**src/rtl/alu_mul_sequencer.sv**
```systemverilog
// alu_mul_sequencer: shift-and-add multiplier that borrows the shared ALU for its additions
module alu_mul_sequencer #(
  parameter int n = 64
) (
  input  logic         clk,
  input  logic         rst_n,
  input  logic         start,
  input  logic [n-1:0] op_a,
  input  logic [n-1:0] op_b,
  input  logic [n-1:0] alu_result,
  output logic [n-1:0] alu_a,
  output logic [n-1:0] alu_b,
  output logic [3:0]   alu_op,
  output logic         busy,
  output logic         done,
  output logic [n-1:0] product
);
  localparam int cw = (n > 1) ? $clog2(n) : 1;
  typedef enum logic [1:0] {st_idle, st_run, st_done} state_t;
  state_t state, state_nx;
  logic [n-1:0] mcand, mplier, acc;
  logic [cw-1:0] count;
  logic last;
  // stop once no multiplier bits remain, so small multipliers finish early
  assign last = ((mplier >> 1) == '0) || (count == cw'(n - 1));
  always_comb begin
    state_nx = (state == st_idle) ? (start ? st_run : st_idle) :
               (state == st_run)  ? (last ? st_done : st_run) : st_idle;
    alu_a    = (state == st_run) ? acc : '0;
    alu_b    = (state == st_run && mplier[0]) ? mcand : '0;
    alu_op   = (state == st_run) ? 4'b0010 : 4'b0111;
    busy     = state != st_idle;
    done     = state == st_done;
  end
  always_ff @(posedge clk) begin
    if (!rst_n) begin
      state   <= st_idle;
      mcand   <= '0;
      mplier  <= '0;
      acc     <= '0;
      count   <= '0;
      product <= '0;
    end else begin
      state <= state_nx;
      if (state == st_idle && start) begin
        mcand  <= op_a;
        mplier <= op_b;
        acc    <= '0;
        count  <= '0;
      end
      if (state == st_run) begin
        acc    <= alu_result;
        mcand  <= mcand << 1;
        mplier <= mplier >> 1;
        count  <= count + 1'b1;
        if (last) product <= alu_result;
      end
    end
  end
endmodule

```
**config.mk**
```make
export PLATFORM = sky130hd
export DESIGN_NAME = alu_mul_sequencer
export DESIGN_NICKNAME = d
export VERILOG_FILES = /design/src/rtl/alu_mul_sequencer.sv
export SDC_FILE = /design/constraint.sdc
export NUM_CORES = 1
export LEC_CHECK = 0
export ABC_AREA = 1
export BUFFER_PORTS_ARGS = -buffer_cell sky130_fd_sc_hd__buf_2
export CORE_ASPECT_RATIO = 0.8
export CORE_MARGIN = 2
export CORE_UTILIZATION = 46
export DETAILED_ROUTE_END_ITERATION = 6
export GPL_TIMING_DRIVEN = 0
export PLACE_DENSITY = 0.77
export SKIP_CTS_REPAIR_TIMING = 1
export SLEW_MARGIN = 25
export SYNTH_ARGS = -nofsm -noshare
export SYNTH_HDL_FRONTEND = slang
export SYNTH_SLANG_ARGS = --single-unit
```
**constraint.sdc**
```tcl
create_clock -name clk -period 1.3 [get_ports clk]
set_input_delay 0.13 -clock clk [delete_from_list [all_inputs] [get_ports clk]]
set_output_delay 0.13 -clock clk [all_outputs]
set_load 0.02 [all_outputs]
```
### Yosys cells after proc, flatten, opt, wreduce, memory -nomap -nowiden

Cells that the tools add are included.

| operators by class | value |
|---|---|
| add/subtract/negate cells | 1 |
| equality and inequality tests | 3 |
| muxes and demuxes | 15 |
| bitwise gates (word level) | 1 |
| reduce and logical (&&, ||, !) cells | 9 |

Operator list:

| kind | number |
|---|---|
| 64-bit 2-to-1 mux | 6 |
| 63-bit 2-to-1 mux | 2 |
| 64-bit zero test | 1 |
| 6-bit 2-to-1 mux | 2 |
| 6-bit by 1-bit adder with 6-bit output (second input constant) | 1 |
| 6-bit == test (second input constant) | 1 |
| 2-bit 2-to-1 mux | 3 |
| 2-bit nonzero test | 2 |
| 3-bit 2-to-1 mux | 1 |
| 2-bit by 1-bit == test with 1-bit output (second input constant) | 1 |
| 2-bit == test (second input constant) | 1 |
| 1-bit logical AND | 2 |
| 2-bit zero test | 1 |
| 2-bit AND reduction | 1 |
| 2-bit OR reduction | 1 |
| 1-bit logical OR | 1 |
| 1-bit 2-to-1 mux | 1 |
| 1-bit inverter | 1 |

| word-level totals | value |
|---|---|
| register bits | 264 |
| output and inout bits | 198 |
| word-level logic and storage cells | 37 |

### Depth between registers and ports, before layout

| logic depth | value |
|---|---|
| word-level depth | 5 |
| gate-level depth with buffers | 12 |

### Worst setup path before layout

No wires, ideal clock.

| timing path | value |
|---|---|
| kind | reg2out |
| start | register state[0] |
| end | output alu_a[54] |
| arrival | 1.398 ns |
| required time | 1.170 ns |
| slack | -0.228 ns |
| stages on the path, launching flop included | 7 |
| buffers on the path | 2 |
| cell sequence | dfxtp_1 -> inv_1 -> nor2_2 -> inv_1 -> buf_2 -> buf_1 -> nor2_1 |

| between the ends | value |
|---|---|
| word-level cells in the longest chain between the ends | 2 |

RTL lines:

| element | line | RTL |
|---|---|---|
| from (decl) | 20 | `state_t state, state_nx;` |
| from (signal assigned) | 37 | `state <= st_idle;` |
| from (signal assigned) | 44 | `state <= state_nx;` |
| 2-bit by 1-bit == test with 1-bit output | 29 | `alu_a = (state == st_run) ? acc : '0;` |
| 64-bit 2-to-1 mux | 29 |  |
| to (decl) | 11 | `output logic [n-1:0] alu_a,` |

Every way passes these cells.

### Worst setup path in the final report

| timing path | value |
|---|---|
| start | register state[0] |
| end | output alu_a[1] |

The elaborated chain is that of the path after synthesis.

==> run metrics <==
clock latency on the worst-skew pair 540 ps; Leak 8.49 nW; final standard cell count with taps included and fillers excluded 2614; vias in the first global route 11874; final weighted congestion of routability-driven global placement 0.907; global-route usage over all layers 27.9%; TritonCTS clock tree built; Initial Util 46.5%; cell chain of the critical path inv_2 > nor2_4 > inv_2 > buf_6 > buf_8 > nor2_2 > buf_4; remaining routing DRC violations 0; warning count from the yosys run 0; post-synth design cell area 11700 um2; Clk pin slew, worst setup/hold paths 60 ps; DIE AREA 26700 um2; largest net degree at the start of global routing 14; number of unique standard cell types used by synthesis 27; WL/cell 18.3 um; nature of the critical path startpoint register; arrival time of data at the critical path endpoint 1850 ps; cell at the root of the clock tree sky130_fd_sc_hd__clkbuf_16; standard cell with the maximum stage delay on the critical path sky130_fd_sc_hd__dfxtp_2; Combinational Power Share 17.5%; number of placed cells counting well taps 2367; syn nets 1850; utilization after layout 74.0%; Period Utilization, post-route 152%; ratio of total power to cell area 1090 nW/um2; Crit Path Category register to primary output; Tightest Hold Check Type primary input to register; critical path data required time 1170 ps; buffers from clock root to sink, at most 3; # Max-Cap Violations 0; Worst Hold Margin -54.6 ps; final-report hold violation count 14; area share of the largest cell type after synthesis 45.2%; die span in x 182 um; pre-CTS setup slack -657 ps; unrepaired setup endpoints after global routing yes; Synth Instances 1654; initial antenna violation count 4; CP dominant cell by count sky130_fd_sc_hd__inv_2; power share of the sequential group 44.0%; setup ws final -680 ps; core area 25100 um2; Seq/Total Area, Yosys 45.2%; Max IR drop VDD 0.970 mV; total clock buffers created by CTS 27; Clock Sinks 264; clock tree skew after final layout 14.9 ps; crit path capture type primary output; Net Sw Frac 28.0%; failing checks hold timing, setup timing; Area growth, synth to finish 58.9%; total negative setup slack -158880 ps; placed inst area 14400 um2; Switch Pwr 5.64 mW; Crit path max-delay family buffers and inverters; DR vias/cell 5.49; final setup fails 396; Boundary Pins 393; leading area contributor after synthesis sky130_fd_sc_hd__dfxtp_1; Die H 147 um; Final Routed Wirelength 47700 um; HPWL after DPL 28700 um; number of buffers and inverters on the critical path 5; fraction of layout cells with a size suffix above 1 31.9%; clock network power share 38.5%; violation count after the first detailed-routing iteration 1128; Internal Pwr Total 14.5 mW; FP Rows 52; cell types with the largest area share after synthesis sky130_fd_sc_hd__dfxtp_1 45%, sky130_fd_sc_hd__nand2_1 12%, sky130_fd_sc_hd__nor2_1 9.0%; pin slew with the least headroom to its limit 888 ps; Final ANT Viol Nets 0; first-pass GRT wire length 60600 um; result of the run finished, violations left; via count 14344; maximum fanout encountered on the critical timing path 10; longest individual stage delay on the worst path 350 ps; total overflow reported by the global router 0; number of nets in the layout 2466; min Tclk post-route 1980 ps; peak clock frequency supported by timing 0.505 GHz; count of pins over their slew limit 0; final design area excluding fillers 18600 um2; post-synthesis area per instance 7.07 um2; number of port buffers 389; CTS H-Tree Depth 1; Yosys reg bits 264; Max-Slew Margin vs Limit 40.8%; Final Power 20.2 mW; number of detailed-route iterations in the first pass 5
## layout by cell type, fill, tap and decap left out, types with 5 or more instances in the layout
cell                            netlist  final
sky130_fd_sc_hd__dfxtp_2              0     11
sky130_fd_sc_hd__nand2_4              0     10
sky130_fd_sc_hd__a21oi_1            133    133
sky130_fd_sc_hd__nand2_2              1     54
sky130_fd_sc_hd__buf_6               13     43
sky130_fd_sc_hd__buf_8                0     19
sky130_fd_sc_hd__o221ai_1            63     62
sky130_fd_sc_hd__dfxtp_1            264    252
sky130_fd_sc_hd__a31oi_1             10     10
sky130_fd_sc_hd__a221oi_1            54     49
sky130_fd_sc_hd__nor2_2               1     60
sky130_fd_sc_hd__dlygate4sd3_1        0    173
sky130_fd_sc_hd__buf_1               13      6
sky130_fd_sc_hd__clkbuf_8             0      5
sky130_fd_sc_hd__nand2_1            386    321
sky130_fd_sc_hd__buf_12               0      7
sky130_fd_sc_hd__nor2_4               1     43
sky130_fd_sc_hd__inv_1              252    250
sky130_fd_sc_hd__clkbuf_16            0     40
sky130_fd_sc_hd__nor2_1             280    179
sky130_fd_sc_hd__clkbuf_1            47     48
sky130_fd_sc_hd__a221oi_2             1      6
sky130_fd_sc_hd__buf_4                9    119
sky130_fd_sc_hd__buf_2               48    293
sky130_fd_sc_hd__nand4_1             64     64
## power by group through the flow
stage | logic [mW] | clock network [mW] | registers [mW]
floorplan | 1.78 | 0 | 8.94
global placement | 2.65 | 0 | 8.99
detailed placement | 2.70 | 0 | 9.01
CTS | 2.72 | 7.77 | 8.83
global route | 3.80 | 8.15 | 8.92
finish | 3.53 | 7.78 | 8.87
## kinds of logic after synthesis
group                    count (synthesis)  synth area share, %
AO/OA/AOI/OAI                          267                 15.5
adder cells (fa/ha/maj)                  1                0.107
other                                    2               0.0643
AND/OR/NAND/NOR                        736                 25.1
buffers and inverters                  384                 14.0
flip-flops                             264                 45.2
## flip-flops by register name, indices dropped and copies added (netlist names)
name / flops
acc: 64
mcand: 64
mplier: 64
product: 64
count: 6
state: 2
## per-layer routing
metal  global-route usage, %  vias up  share of wire (%)
li1                        -     6530                  -
met1                    37.6     6685                 39
met2                    45.8      915                 47
met3                    4.51      214                8.7
met4                    9.23        0                5.0
met5                       0        -                  0
## worst min-delay path, cell delays in order
cell                       delay [ps]
sky130_fd_sc_hd__buf_2             80
sky130_fd_sc_hd__o221ai_1         110
sky130_fd_sc_hd__a21oi_1          120
## Yosys cell counts (all sizes together)
| master | instances |
|---|---|
| dfxtp | 264 |
| o221ai | 63 |
| buf | 83 |
| nand3 | 2 |
| a221oi | 55 |
| nand4 | 64 |
| nor2 | 282 |
| nor3 | 1 |
| a31oi | 10 |
| clkinv | 1 |
| inv | 253 |
| o21ai | 3 |
| nand2 | 387 |
| a211oi | 2 |
| ha | 1 |
| a21oi | 133 |
| conb | 2 |
| o221a | 1 |
| clkbuf | 47 |
## path summary, 6_finish.rpt
kind / from / end / slack, ps / cells past startpoint
worst max-delay path: state[0]$_SDFF_PN0_ / alu_a[1] / -680 / 7
worst min-delay path: op_b[15] / mplier[15]$_SDFFE_PN0P_ / -50 / 3
worst max register to register: state[0]$_SDFF_PN0_ / acc[28]$_SDFFE_PN0P_ / -480 / 7
worst min register to register: acc[57]$_SDFFE_PN0P_ / acc[57]$_SDFFE_PN0P_ / 460 / 2
## layout make-up
type | count | area, um2
Antenna cell | 3 | 7.51
Buffer | 130 | 978
Clock buffer | 41 | 778
Clock inverter | 5 | 75.1
Fill cell | 1742 | 6540
Inverter | 254 | 953
Multi-Input combinational cell | 1006 | 5530
Sequential cell | 264 | 5300
Tap cell | 324 | 405
Timing Repair Buffer | 587 | 4550
(Power assumes the default switching activity.)
